==> src/rtl/vert_pkg.sv <==
// Shared types and constants for the vertex rotation stage.
// Holds the FSM encoding, angle range and screen-centre defaults.
package vert_pkg;

    typedef enum logic [2:0] {
        ST_IDLE,
        ST_TRIG,
        ST_FETCH,
        ST_CALC,
        ST_OUT,
        ST_DONE
    } state_e;

    localparam int ANGLE_MAX = 360;
    localparam int ANGLE_W   = 9;
    localparam int CX_DEF    = 320;
    localparam int CY_DEF    = 240;

    // Fraction bits of a signed Q1.x trig value: sign plus one integer bit.
    function automatic int trig_frac(input int trig_w);
        return trig_w - 2;
    endfunction

endpackage

==> src/rtl/angle_anim.sv <==
// Free-running rotation angle: a tick prescaler advances the angle
// by ANGLE_STEP degrees modulo 360 while animation is enabled.
module angle_anim
    import vert_pkg::*;
#(
    parameter int TICKS_PER_STEP = 333333,
    parameter int ANGLE_STEP     = 1
) (
    input  logic               clk_pix,
    input  logic               rst_n,
    input  logic               anim_en,
    output logic [ANGLE_W-1:0] angle
);

    localparam int TW = (TICKS_PER_STEP > 1) ? $clog2(TICKS_PER_STEP) : 1;
    localparam int SW = ANGLE_W + 1;

    logic [TW-1:0]      tick_q, tick_d;
    logic [ANGLE_W-1:0] angle_q, angle_d;
    logic [SW-1:0]      sum;

    always_comb begin
        tick_d  = tick_q;
        angle_d = angle_q;
        sum     = {1'b0, angle_q} + SW'(ANGLE_STEP);
        if (anim_en) begin
            if (tick_q == TW'(TICKS_PER_STEP - 1)) begin
                tick_d = '0;
                // Step is below 360, so one subtraction wraps the sum.
                if (sum >= SW'(ANGLE_MAX)) begin
                    angle_d = ANGLE_W'(sum - SW'(ANGLE_MAX));
                end else begin
                    angle_d = sum[ANGLE_W-1:0];
                end
            end else begin
                tick_d = tick_q + TW'(1);
            end
        end
    end

    always_ff @(posedge clk_pix or negedge rst_n) begin
        if (!rst_n) begin
            tick_q  <= '0;
            angle_q <= '0;
        end else begin
            tick_q  <= tick_d;
            angle_q <= angle_d;
        end
    end

    assign angle = angle_q;

endmodule

==> src/rtl/vert_rotor.sv <==
// Per-frame Y-axis rotation of NUM_VERTS model vertices into screen
// coordinates, streamed to triangle setup over valid/ready.
module vert_rotor
    import vert_pkg::*;
#(
    parameter int MODEL_W        = 8,
    parameter int TRIG_W         = 12,
    parameter int COORD_W        = 10,
    parameter int NUM_VERTS      = 3,
    parameter int TICKS_PER_STEP = 333333,
    parameter int ANGLE_STEP     = 1,
    parameter int CX             = CX_DEF,
    parameter int CY             = CY_DEF,
    localparam int AW = (NUM_VERTS > 1) ? $clog2(NUM_VERTS) : 1
) (
    input  logic                      clk_pix,
    input  logic                      rst_n,
    input  logic                      anim_en,
    input  logic                      start,
    output logic                      busy,
    output logic                      done,
    output logic [ANGLE_W-1:0]        trig_angle,
    input  logic signed [TRIG_W-1:0]  trig_cos,
    input  logic signed [TRIG_W-1:0]  trig_sin,
    output logic [AW-1:0]             vert_addr,
    input  logic signed [MODEL_W-1:0] vert_x,
    input  logic signed [MODEL_W-1:0] vert_y,
    input  logic signed [MODEL_W-1:0] vert_z,
    output logic                      out_valid,
    input  logic                      out_ready,
    output logic [AW-1:0]             out_idx,
    output logic [COORD_W-1:0]        out_x,
    output logic [COORD_W-1:0]        out_y
);

    localparam int FRAC  = trig_frac(TRIG_W);
    localparam int SUM_W = MODEL_W + TRIG_W + 1;

    logic [ANGLE_W-1:0] live_angle;

    state_e                    state_q, state_d;
    logic [ANGLE_W-1:0]        aq_q, aq_d;
    logic signed [TRIG_W-1:0]  cos_q, cos_d;
    logic signed [TRIG_W-1:0]  sin_q, sin_d;
    logic [AW-1:0]             i_q, i_d;
    logic                      busy_q, busy_d;
    logic                      done_q, done_d;
    logic                      ov_q, ov_d;
    logic [AW-1:0]             idx_q, idx_d;
    logic [COORD_W-1:0]        ox_q, ox_d;
    logic [COORD_W-1:0]        oy_q, oy_d;
    logic signed [SUM_W-1:0]   prod_x, prod_z, sum, xr;

    angle_anim #(
        .TICKS_PER_STEP(TICKS_PER_STEP),
        .ANGLE_STEP    (ANGLE_STEP)
    ) u_anim (
        .clk_pix(clk_pix),
        .rst_n  (rst_n),
        .anim_en(anim_en),
        .angle  (live_angle)
    );

    always_comb begin
        prod_x  = SUM_W'(vert_x) * SUM_W'(cos_q);
        prod_z  = SUM_W'(vert_z) * SUM_W'(sin_q);
        sum     = prod_x + prod_z;
        xr      = sum >>> FRAC;
        state_d = state_q;
        aq_d    = aq_q;
        cos_d   = cos_q;
        sin_d   = sin_q;
        i_d     = i_q;
        busy_d  = busy_q;
        done_d  = 1'b0;
        ov_d    = ov_q;
        idx_d   = idx_q;
        ox_d    = ox_q;
        oy_d    = oy_q;
        unique case (state_q)
            ST_IDLE: begin
                if (start) begin
                    aq_d    = live_angle;
                    busy_d  = 1'b1;
                    state_d = ST_TRIG;
                end
            end
            ST_TRIG: begin
                // LUT was addressed with the live angle in the start cycle.
                cos_d   = trig_cos;
                sin_d   = trig_sin;
                i_d     = '0;
                state_d = ST_FETCH;
            end
            ST_FETCH: state_d = ST_CALC;
            ST_CALC: begin
                ox_d    = COORD_W'(xr + SUM_W'(CX));
                oy_d    = COORD_W'(SUM_W'(vert_y) + SUM_W'(CY));
                idx_d   = i_q;
                ov_d    = 1'b1;
                state_d = ST_OUT;
            end
            ST_OUT: begin
                if (out_ready) begin
                    ov_d = 1'b0;
                    if (i_q == AW'(NUM_VERTS - 1)) begin
                        done_d  = 1'b1;
                        state_d = ST_DONE;
                    end else begin
                        i_d     = i_q + AW'(1);
                        state_d = ST_FETCH;
                    end
                end
            end
            ST_DONE: begin
                busy_d  = 1'b0;
                state_d = ST_IDLE;
            end
            default: state_d = ST_IDLE;
        endcase
    end

    always_ff @(posedge clk_pix or negedge rst_n) begin
        if (!rst_n) begin
            state_q <= ST_IDLE;
            aq_q    <= '0;
            cos_q   <= '0;
            sin_q   <= '0;
            i_q     <= '0;
            busy_q  <= 1'b0;
            done_q  <= 1'b0;
            ov_q    <= 1'b0;
            idx_q   <= '0;
            ox_q    <= '0;
            oy_q    <= '0;
        end else begin
            state_q <= state_d;
            aq_q    <= aq_d;
            cos_q   <= cos_d;
            sin_q   <= sin_d;
            i_q     <= i_d;
            busy_q  <= busy_d;
            done_q  <= done_d;
            ov_q    <= ov_d;
            idx_q   <= idx_d;
            ox_q    <= ox_d;
            oy_q    <= oy_d;
        end
    end

    assign trig_angle = (state_q == ST_IDLE) ? live_angle : aq_q;
    assign vert_addr  = i_q;
    assign busy       = busy_q;
    assign done       = done_q;
    assign out_valid  = ov_q;
    assign out_idx    = idx_q;
    assign out_x      = ox_q;
    assign out_y      = oy_q;

endmodule

==> config.mk <==
export PLATFORM = sky130hd
export DESIGN_NAME = vert_rotor
export DESIGN_NICKNAME = d
export VERILOG_FILES = /design/src/rtl/vert_pkg.sv /design/src/rtl/angle_anim.sv /design/src/rtl/vert_rotor.sv
export SDC_FILE = /design/constraint.sdc
export NUM_CORES = 1
export LEC_CHECK = 0
export ABC_CLOCK_PERIOD_IN_PS = 9500
export CAP_MARGIN = 25
export CORE_MARGIN = 2
export CORE_UTILIZATION = 41
export CTS_BUF_LIST = sky130_fd_sc_hd__clkbuf_4
export CTS_CLUSTER_DIAMETER = 50
export DETAILED_ROUTE_END_ITERATION = 8
export GPL_ROUTABILITY_DRIVEN = 0
export GPL_TIMING_DRIVEN = 1
export PLACE_DENSITY = 0.55
export SYNTH_ARGS = -nofsm -noshare
export SYNTH_HDL_FRONTEND = slang
export SYNTH_HIERARCHICAL = 1
export SYNTH_SLANG_ARGS = --single-unit
==> constraint.sdc <==
create_clock -name clk_pix -period 9.5 [get_ports clk_pix]
set_clock_uncertainty 0.05 [all_clocks]
set_input_delay 0.95 -clock clk_pix [delete_from_list [all_inputs] [get_ports clk_pix]]
set_output_delay 0.95 -clock clk_pix [all_outputs]
set_load 0.05 [all_outputs]
# After elaboration in Yosys (flattened, before gate mapping)
# Cells that the tools add are included.
dict set report word_totals {
  input_bits 53
  ff_bits 91
  elab_cells 60
}
dict set report classes {
  n_reduce_logical 10
  n_lt_le_gt_ge 1
  eq_ne 10
  add_sub_neg 7
  n_mux 17
  n_mul 2
}
# cell n
set ops {}
lappend ops {{$mul 8x12->20} 2}
lappend ops {{$add 20x20->20} 1}
lappend ops {{$add 19x1->19 const B} 1}
lappend ops {{$eq 19x19->1 const B} 1}
lappend ops {{$mux 19} 1}
lappend ops {{$mux 9} 2}
lappend ops {{$pmux 3 s5} 1}
lappend ops {{$add 10x10->10 const B} 1}
lappend ops {{$add 8x9->10 const B} 1}
lappend ops {{$add 9x1->10 const B} 1}
lappend ops {{$ge 10x9->1 const B} 1}
lappend ops {{$reduce_and 2->1} 5}
lappend ops {{$mux 3} 3}
lappend ops {{$sub 9x9->9 const B} 1}
lappend ops {{$eq 3x2->1 const B} 2}
lappend ops {{$eq 3x3->1 const B} 2}
lappend ops {{$ne 2x2->1 const B} 3}
lappend ops {{$reduce_bool 2->1} 3}
lappend ops {{$mux 1} 5}
lappend ops {{$mux 2} 2}
lappend ops {{$pmux 1 s2} 2}
lappend ops {{$pmux 2 s2} 1}
lappend ops {{$eq 3x1->1 const B} 1}
lappend ops {{$logic_not 3->1} 1}
lappend ops {{3 further kinds} 3}

# Logic depth before layout (Yosys ltp)
# Gate-level depths: netlist (run 1).
dict set report depth {
  depth_word 4
  ltp_mapped 26
}

# Hierarchy
# Netlist (run 1), hierarchy kept.
# mod seq_area_each_um2 area_each_um2 cells_per_inst n_inst
set modules_own_cells {}
lappend modules_own_cells {vert_rotor 1551.5 9706.8 1036 1}
lappend modules_own_cells {angle_anim 700.7 1781.7 191 1}

# Worst setup path after synthesis (run 1)
# OpenSTA, ideal clock, no wires.
dict set report synth_timing {
  kind {in2reg}
  from {input port vert_z[2]}
  to {register ox_q[9], in the netlist out_x[9]}
  n_path_buf 2
  slack_ns 3.056
  stages 20
  setup_time_ns 0.087
  arrival_ns 6.307
  cell_sequence {clkbuf_1 and2_1 fa_1 inv_1 fa_1 inv_1 fa_1 fa_1 inv_1 fa_1 fa_1 inv_1 ha_1 clkbuf_1 nor2_1 a41oi_1 nand2b_1 o31ai_1 a311o_1 a22oi_1}
}
dict set report synth_via {
  elab_chain_len 3
}
# item line_no
set synth_lines {}
lappend synth_lines {{start: declaration} vert_rotor.sv:28} ;# input logic signed [MODEL_W-1:0] vert_z,
lappend synth_lines {{$mul 8x12->20} vert_rotor.sv:66} ;# prod_z = SUM_W'(vert_z) * SUM_W'(sin_q);
lappend synth_lines {{$add 20x20->20} vert_rotor.sv:67} ;# sum = prod_x + prod_z;
lappend synth_lines {{$add 10x10->10} vert_rotor.sv:97} ;# ox_d = COORD_W'(xr + SUM_W'(CX));
lappend synth_lines {{end signal: assignment} vert_rotor.sv:134} ;# ox_q <= '0;
lappend synth_lines {{end signal: assignment} vert_rotor.sv:146} ;# ox_q <= ox_d;
lappend synth_lines {{end: declaration} vert_rotor.sv:50} ;# logic [COORD_W-1:0] ox_q, ox_d;
# Every way passes these cells.
# A chain may end at the register's enable or synchronous reset.

# Worst setup path after layout (run 1)
dict set report layout_timing {
  from {input port vert_z[7]}
  to {register ox_q[9], in the netlist out_x[9]}
}
# Same word-level chain as after synthesis.

==> results of run 1 <==
cell type report:
type	instances	area [sq um]	area share (%)
Sequential cell	90	2250	17.6
Multi-Input combinational cell	842	8110	63.2
Inverter	245	920	7.17
Clock buffer	9	67.6	0.527
Antenna cell	1	2.50	0.0195
Clock inverter	7	92.6	0.722
Timing Repair Buffer	92	906	7.07
Tap cell	378	473	3.69
per-stage QoR:
stage | worst slack [ns] | area, sq um | std cells
final | 2.57 | 12800 | 1664
after global routing | 2.16 | 12800 | 1664
after CTS | 2.53 | 12800 | 1663
after detailed placement | 2.02 | 12700 | 1647
after global placement | 2.04 | 12700 | 1647
after floorplan | 3.06 | 11500 | 1227
worst max-delay path, cell delays in order:
cell,delay (ns)
clkdlybuf4s50_1,0.58
clkinv_1,0.36
nor2_1,0.24
fa_1,0.46
fa_1,0.53
fa_1,0.55
fa_1,0.54
fa_1,0.55
inv_1,0.06
fa_1,0.53
inv_1,0.05
ha_1,0.31
a21oi_1,0.08
o21ai_1,0.29
a21oi_4,0.08
o21ai_4,0.25
xnor2_4,0.15
inv_2,0.08
and3_1,0.17
a311o_1,0.31
a22oi_1,0.17
per-layer routing:
layer	part of all wire, %	up-vias	wire length, microns	global-route usage [%]
li1	-	3821	-	-
met1	43	4060	11700	26.1
met2	53	92	14500	36.4
met3	2.5	11	665	2.19
met4	0.84	0	227	3.32
met5	0	-	0	0
state kept, by name, indices dropped and copies added, names as in the netlist:
register / cells
aq_q: 9
busy: 1
cos_q: 12
done: 1
out_idx: 2
out_valid: 1
out_x: 10
out_y: 9
sin_q: 12
state_q: 3
u_anim/angle: 9
u_anim/tick_q: 19
vert_addr: 2
cell families after synthesis:
group                    count (synthesis)  share of synthesized area [%]
AO/OA/AOI/OAI                           91                           5.49
multiplexers                            34                           3.23
XOR/XNOR                                48                           3.94
adder cells (fa/ha/maj)                256                           40.3
flip-flops                              90                           19.6
AND/OR/NAND/NOR                        412                           17.6
buffers and inverters                  295                           9.85
other                                    1                         0.0326
cell usage in the layout (no fill, tap or decap), types with 3 or more instances in the layout:
master	n
nor2b_1	4
and3_1	9
xor2_1	10
o31ai_1	5
inv_1	243
dfrtp_1	90
nand2_1	194
nand3_1	17
ha_1	66
a31o_2	3
buf_4	6
fa_1	190
o211ai_1	4
inv_6	3
mux2i_1	9
xnor2_1	36
o21ai_0	30
mux2_2	25
nor2_1	37
and2_1	99
nand2b_1	15
clkdlybuf4s50_1	86
clkbuf_4	9
o21ai_1	4
a21oi_1	17
nor3_1	9
and4b_1	3
nand4_1	7
and4_1	3
or3_1	3
path summary, 6_finish.rpt:
path / to / from / cells past startpoint / slack, ns
min: u_anim/tick_q[3]$_DFFE_PN0P_ / rst_n / 1 / 0.28
max reg2reg: out_x[9]$_DFFE_PN0P_ / sin_q[11]$_DFFE_PN0P_ / 20 / 3.16
min reg2reg: out_x[1]$_DFFE_PN0P_ / out_x[1]$_DFFE_PN0P_ / 2 / 0.45
max: out_x[9]$_DFFE_PN0P_ / vert_z[7] / 21 / 2.57
max in group asynchronous: cos_q[9]$_DFFE_PN0P_ / rst_n / 2 / 7.91
min in group clk_pix: out_x[1]$_DFFE_PN0P_ / out_x[1]$_DFFE_PN0P_ / 2 / 0.45
==> flow_metrics.env, run 1 <==
export IMPL_grt_overflow_total=0
export IMPL_crit_arrival_ns=7.28
export IMPL_dp_hpwl_microns=22000
export IMPL_fp_row_count=61
export IMPL_whs_ns=0.277
export IMPL_synth_top_area_share_pct=33.1
export IMPL_grt_pass1_wl_microns=45600
export IMPL_grtUsageTotal_pct=20.0
export IMPL_slew_headroom_pct=39.6
export IMPL_cap_violations=0
export IMPL_hold_buffers=0
export IMPL_hold_viol=0
export IMPL_htreeDepth=3
export IMPL_synth_seq_cells=90
export IMPL_hold_class="input pin to asynchronous set/reset pin"
export IMPL_post_cts_setup_buffers=0
export IMPL_die_y_microns=171
export IMPL_vias=7984
export IMPL_port_buffers=87
export IMPL_clk_path_buf_depth=2
export IMPL_final_fill_count=2764
export IMPL_yosysMostFrequentCell="inv_1"
export IMPL_cts_resized=0
export IMPL_path_max_fanout=10
export IMPL_antenna_found_initial=1
export IMPL_via_per_inst=4.80
export IMPL_clk_pin_slew_worst_paths_ns=0.18
export IMPL_syn_instance_count=1227
export IMPL_fin_tns_setup_ns=0
export IMPL_timing_final_crit_period_ns=6.93
export IMPL_wl_per_cell_microns=16.3
export IMPL_numCtsBuffers=9
export IMPL_yosysWarningCount=6
export IMPL_grt_max_degree=69
export IMPL_synth_area_leaders="fa_1 33%, dfrtp_1 20%, inv_1 7.9%"
export IMPL_endpoint_kind="flip-flop"
export IMPL_rsz0062_at_grt="false"
export IMPL_synth_area_leader_cell="fa_1"
export IMPL_utilization_pct=46.3
export IMPL_yosys_top_cells_count="243 x inv_1, 194 x nand2_1, 190 x fa_1"
export IMPL_crit_type="input pin to flip-flop"
export IMPL_tightest_slew_ns=0.905
export IMPL_start_kind="input pin"
export IMPL_top_level_ports=89
export IMPL_insertion_delay_ns=0.49
export IMPL_cts_sinks=90
export IMPL_drt_iter0_markers=333
export IMPL_synth_area_sq_mm=0.0115
export IMPL_drt_total_wl_microns=27100
export IMPL_die_w_microns=171
export IMPL_cts_tree="done"
export IMPL_cts_root_buf="clkbuf_4"
export IMPL_worstPathRequired_ns=9.85
export IMPL_syn_area_per_cell_sq_um=9.36
export IMPL_drt_first_pass_iters=4
export IMPL_coreArea_sq_mm=0.0277
export IMPL_synth_edf_count=0
export IMPL_drive_gt1_share_pct=5.14
export IMPL_setup_viol=0
export IMPL_dieArea_sq_mm=0.0294
export IMPL_period_share_pct=72.9
export IMPL_finalNetCount=1589
export IMPL_synth_nets=1536
export IMPL_synthArstFlopShare_pct=100
export IMPL_ys_flop_type="dfrtp_1"
export IMPL_antenna_left=0
export IMPL_max_freq_mhz=144
export IMPL_slew_violations=0
export IMPL_seq_area_frac_synth_pct=19.6
export IMPL_synthToLayoutAreaGrowth_pct=11.6
export IMPL_yosysUniqueCellTypes=66
export IMPL_drc=0
export IMPL_status="finished, final reports clean"
export IMPL_grt_pass1_vias=8554
export IMPL_initial_core_util_pct=41.5
Power of run 1 is not shown: default switching activity piles up to over one toggle a cycle in this logic, so the estimate is an artifact.
==> inputs of run 2 (changes only) <==
Settings changed: ABC_CLOCK_PERIOD_IN_PS 9500 to 6960.
Clock period 9.5 ns to 6.96 ns, I/O delays scaled along.
==> run 2 against run 1 <==
  * Global-route usage down 0.085 points
  * Utilization increased by 0.99 points
  * Cell count increased by 1.9%
  * Via count rose by 1.1%
  * Worst setup slack got worse by 2.1 ns
  * Die area did not move
  * Design area is 2.1% higher
  * Critical path depth rose by 1
  * Sequential share of layout area shrank 0.37 points
  * Routed wire length hardly changed
  * Register-to-register slack worse by 2.4 ns
==> flow_metrics.env, run 2 (same netlist as run 1, synthesis figures left out) <==
export IMPL_status="finished, final reports clean"
export IMPL_regMostFlops="u_anim/tick_q"
export IMPL_crit_arrival_ns=6.87
export IMPL_vias=8073
export IMPL_post_cts_setup_buffers=0
export IMPL_top_level_ports=89
export IMPL_synthToLayoutAreaGrowth_pct=14.0
export IMPL_numCtsBuffers=9
export IMPL_layout_commonest_cell="inv_1"
export IMPL_cts_tree="done"
export IMPL_wl_per_cell_microns=16.0
export IMPL_grt_pass1_wl_microns=44900
export IMPL_via_per_inst=4.76
export IMPL_max_freq_mhz=153
export IMPL_layoutNonFillerInstCount=1695
export IMPL_drt_iter0_markers=354
export IMPL_grt_overflow_total=0
export IMPL_cts_resized=0
export IMPL_hold_viol=0
export IMPL_finalNetCount=1620
export IMPL_reg_top3="u_anim/tick_q x19, cos_q x12, sin_q x12"
export IMPL_placedCellCount=1678
export IMPL_drt_total_wl_microns=27000
export IMPL_initial_core_util_pct=41.5
export IMPL_drc=0
export IMPL_setup_viol=0
export IMPL_die_w_microns=171
export IMPL_dieArea_sq_mm=0.0294
export IMPL_dp_slack_ns=-0.0520
export IMPL_hold_buffers=0
export IMPL_grt_max_degree=53
export IMPL_crit_type="input pin to flip-flop"
export IMPL_tightest_slew_ns=0.870
export IMPL_cts_root_buf="clkbuf_4"
export IMPL_regToRegSetupSlack_ns=0.77
export IMPL_start_kind="input pin"
export IMPL_port_buffers=87
export IMPL_antenna_left=0
export IMPL_clk_pin_slew_worst_paths_ns=0.18
export IMPL_insertion_delay_ns=0.49
export IMPL_fp_row_count=61
export IMPL_die_y_microns=171
export IMPL_worstPathRequired_ns=7.30
export IMPL_path_max_fanout=12
export IMPL_setup_ws_ns=0.428
export IMPL_final_cell_mix="243 x inv_1, 194 x nand2_1, 190 x fa_1, 99 x and2_1, 90 x dfrtp_1"
export IMPL_antenna_found_initial=1
export IMPL_cts_sinks=90
export IMPL_period_share_pct=93.8
export IMPL_dp_hpwl_microns=22600
export IMPL_slew_violations=0
export IMPL_endpoint_kind="flip-flop"
export IMPL_whs_ns=0.106
export IMPL_coreArea_sq_mm=0.0277
export IMPL_grtUsageTotal_pct=19.9
export IMPL_timing_final_crit_period_ns=6.53
export IMPL_rsz0062_at_grt="false"
export IMPL_cap_violations=0
export IMPL_final_fill_count=2724
export IMPL_grt_pass1_vias=8609
export IMPL_drive_gt1_share_pct=7.29
export IMPL_largest_register_ff_count=19
export IMPL_drt_first_pass_iters=4
export IMPL_htreeDepth=3
export IMPL_hold_class="input pin to asynchronous set/reset pin"
export IMPL_r2r_cells=21
export IMPL_clk_path_buf_depth=2
export IMPL_slew_headroom_pct=41.7
## run 2: final timing paths
path,startpoint,to
max in group asynchronous,rst_n,u_anim/tick_q[14]$_DFFE_PN0P_
min,rst_n,u_anim/tick_q[3]$_DFFE_PN0P_
max,vert_x[6],out_x[9]$_DFFE_PN0P_
min in group clk_pix,out_x[1]$_DFFE_PN0P_,out_x[1]$_DFFE_PN0P_
min reg2reg,out_x[1]$_DFFE_PN0P_,out_x[1]$_DFFE_PN0P_
max reg2reg,cos_q[2]$_DFFE_PN0P_,out_x[9]$_DFFE_PN0P_
## run 2: layout make-up
class	instances	area, sq um	area share [%]
Antenna cell	1	2.50	0.0191
Clock inverter	7	123	0.936
Inverter	245	920	7.02
Clock buffer	9	67.6	0.516
Sequential cell	90	2250	17.2
Tap cell	378	473	3.61
Timing Repair Buffer	123	1150	8.79
Multi-Input combinational cell	842	8110	61.9
## run 2: metrics by stage
step           area [sq um]  TNS (ns)  util (%)
6_report              13100         0      47.3
5_1_grt               13100         0      47.3
4_1_cts               13100         0      47.3
3_5_place_dp          12900   -0.0931      46.6
3_3_place_gp          12900         0      46.6
2_1_floorplan         11500         0         -
## run 2: metal layers
metal	vias to the layer above	routed length, microns	track usage (%)
met2	95	14200	35.8
met4	0	643	6.08
met5	-	0	0
met1	4069	11700	25.2
met3	29	517	2.19
li1	3880	-	-
## run 2: worst max-delay path, stage by stage
cell and delay, ns:
clkdlybuf4s50_1 0.67, and2_1 0.29, fa_1 0.53, inv_1 0.05, fa_1 0.49, fa_1 0.51, inv_1 0.05, fa_1 0.52
fa_1 0.56, inv_1 0.06, fa_1 0.54, inv_1 0.04, ha_1 0.30, nand4_1 0.12, a21oi_2 0.21, a21oi_4 0.09
o21ai_4 0.25, xnor2_4 0.16, inv_2 0.08, and3_1 0.16, a311o_1 0.31, a22oi_1 0.18
Power of run 2 is left out for the same reason.
==> inputs of run 3 (changes only) <==
Settings changed: ABC_CLOCK_PERIOD_IN_PS 6960 to 7800.
Clock period 6.96 ns to 7.8 ns, I/O delays scaled along.
==> run 3 against run 2 <==
  * Critical path type unchanged
  * Worst setup slack better by 0.60 ns
  * Clock-buffer cell count unchanged
  * Largest cell class unchanged
  * Register-to-register slack improved by 0.85 ns
  * Routed wire length increased by 0.83%
  * Sequential share of layout area grew 0.31 points
  * Flip-flop and latch count did not move
  * Utilization shrank 0.84 points
==> flow_metrics.env, run 3 (same netlist as run 1, synthesis figures left out) <==
export IMPL_crit_type="input pin to flip-flop"
export IMPL_synthToLayoutAreaGrowth_pct=11.9
export IMPL_insertion_delay_ns=0.51
export IMPL_cts_resized=0
export IMPL_r2r_cells=21
export IMPL_regToRegSetupSlack_ns=1.62
export IMPL_max_freq_mhz=148
export IMPL_timing_final_crit_period_ns=6.77
export IMPL_finalNetCount=1594
export IMPL_multiInputGateArea_sq_mm=0.00811
export IMPL_cap_violations=0
export IMPL_grt_max_degree=69
export IMPL_grtUsageTotal_pct=20.1
export IMPL_numCtsBuffers=9
export IMPL_cts_root_buf="clkbuf_4"
export IMPL_drt_first_pass_iters=4
export IMPL_start_kind="input pin"
export IMPL_dieArea_sq_mm=0.0294
export IMPL_hold_viol=0
export IMPL_endpoint_kind="flip-flop"
export IMPL_grt_overflow_total=0
export IMPL_crit_arrival_ns=7.13
export IMPL_fp_row_count=61
export IMPL_vias=7999
export IMPL_final_fill_count=2741
export IMPL_port_buffers=87
export IMPL_initial_core_util_pct=41.5
export IMPL_antenna_found_initial=2
export IMPL_crit_start="vert_z[7]"
export IMPL_rsz0062_at_grt="false"
export IMPL_stdcell_area_sq_mm=0.0129
export IMPL_post_cts_setup_buffers=0
export IMPL_cts_sinks=90
export IMPL_path_max_fanout=10
export IMPL_reg2reg_to="out_x[9]$_DFFE_PN0P_"
export IMPL_seqCellArea_sq_mm=0.00225
export IMPL_grt_pass1_wl_microns=45300
export IMPL_die_w_microns=171
export IMPL_wl_per_cell_microns=16.3
export IMPL_via_per_inst=4.79
export IMPL_drt_iter0_markers=322
export IMPL_antenna_left=0
export IMPL_regMostFlops="u_anim/tick_q"
export IMPL_dp_hpwl_microns=22200
export IMPL_htreeDepth=3
export IMPL_postPlaceCellArea_sq_mm=0.0127
export IMPL_crit_end="out_x[9]$_DFFE_PN0P_"
export IMPL_fin_tns_setup_ns=0
export IMPL_slew_violations=0
export IMPL_drt_total_wl_microns=27300
export IMPL_layout_commonest_cell="inv_1"
export IMPL_rr_startpoint="cos_q[11]$_DFFE_PN0P_"
export IMPL_final_cell_mix="243 x inv_1, 194 x nand2_1, 190 x fa_1, 99 x and2_1, 90 x dfrtp_1"
export IMPL_period_share_pct=86.8
export IMPL_grt_pass1_vias=8568
export IMPL_clk_path_buf_depth=2
export IMPL_coreArea_sq_mm=0.0277
export IMPL_drive_gt1_share_pct=5.43
export IMPL_reg_top3="u_anim/tick_q x19, cos_q x12, sin_q x12"
export IMPL_status="finished, final reports clean"
export IMPL_die_y_microns=171
export IMPL_hold_class="input pin to asynchronous set/reset pin"
export IMPL_hold_buffers=0
export IMPL_largest_register_ff_count=19
export IMPL_drc=0
export IMPL_cts_tree="done"
export IMPL_slew_headroom_pct=44.7
export IMPL_worstPathRequired_ns=8.16
export IMPL_tightest_slew_ns=0.825
export IMPL_whs_ns=0.0905
export IMPL_clk_pin_slew_worst_paths_ns=0.17
export IMPL_setup_viol=0
export IMPL_top_level_ports=89
run 3: cell count changes in the layout (fill, tap and decap cells not counted), sizes merged:
cell / delta
diode: +1
clkinvlp: +1
bufinv: -2
clkinv: +1
buf: -26
run 3: final cells by class:
| cell class | count | share of cell area, % |
|---|---|---|
| inverter | 245 | 7.15 |
| multi-input combinational | 842 | 63.0 |
| sequential | 90 | 17.5 |
| tap | 378 | 3.68 |
| antenna | 2 | 0.0389 |
| clock inverter | 7 | 0.584 |
| clock buffer | 9 | 0.525 |
| timing repair buffer | 97 | 7.49 |
run 3: worst min-delay path by stage:
stage / slack (ns) / endpoint / from
finish: 0.09 / aq_q[8]$_DFFE_PN0P_ / rst_n
global route: 0.06 / u_anim/tick_q[10]$_DFFE_PN0P_ / rst_n
CTS: 0.05 / u_anim/tick_q[10]$_DFFE_PN0P_ / rst_n
detailed placement: 0.42 / out_x[4]$_DFFE_PN0P_ / out_x[4]$_DFFE_PN0P_
global placement: 0.41 / out_idx[0]$_DFFE_PN0P_ / out_idx[0]$_DFFE_PN0P_
floorplan: 0.41 / u_anim/tick_q[17]$_DFFE_PN0P_ / u_anim/tick_q[17]$_DFFE_PN0P_
run 3: per-layer routing:
layer  global-route usage, %  wire length (microns)  vias to the layer above
li1                        -                      -                     3851
met1                    25.7                  11800                     4039
met2                    36.0                  14200                       88
met3                    2.88                    847                       21
met4                    4.97                    479                        0
met5                       0                      0                        -
run 3: critical path, cell delays in order:
cell and delay (ns):
clkdlybuf4s50_1 0.59, clkinv_1 0.38, nor2_1 0.24, fa_1 0.47, fa_1 0.54, fa_1 0.57, fa_1 0.53, fa_1 0.55
inv_1 0.05, fa_1 0.53, inv_1 0.05, ha_1 0.31, a21oi_1 0.08, o21ai_1 0.26, nand2_1 0.11, a41oi_1 0.35
nand2b_1 0.16, o31ai_1 0.07, a311o_1 0.35, a22oi_1 0.18
run 3: per-stage QoR:
step | worst slack, ns | instances | util (%)
3_5_place_dp | 0.450 | 1651 | 45.8
5_1_grt | 0.732 | 1669 | 46.4
4_1_cts | 1.00 | 1667 | 46.3
6_report | 1.03 | 1670 | 46.4
2_1_floorplan | 1.53 | 1227 | -
3_3_place_gp | 0.543 | 1651 | 45.8
Power of run 3 is left out for the same reason.
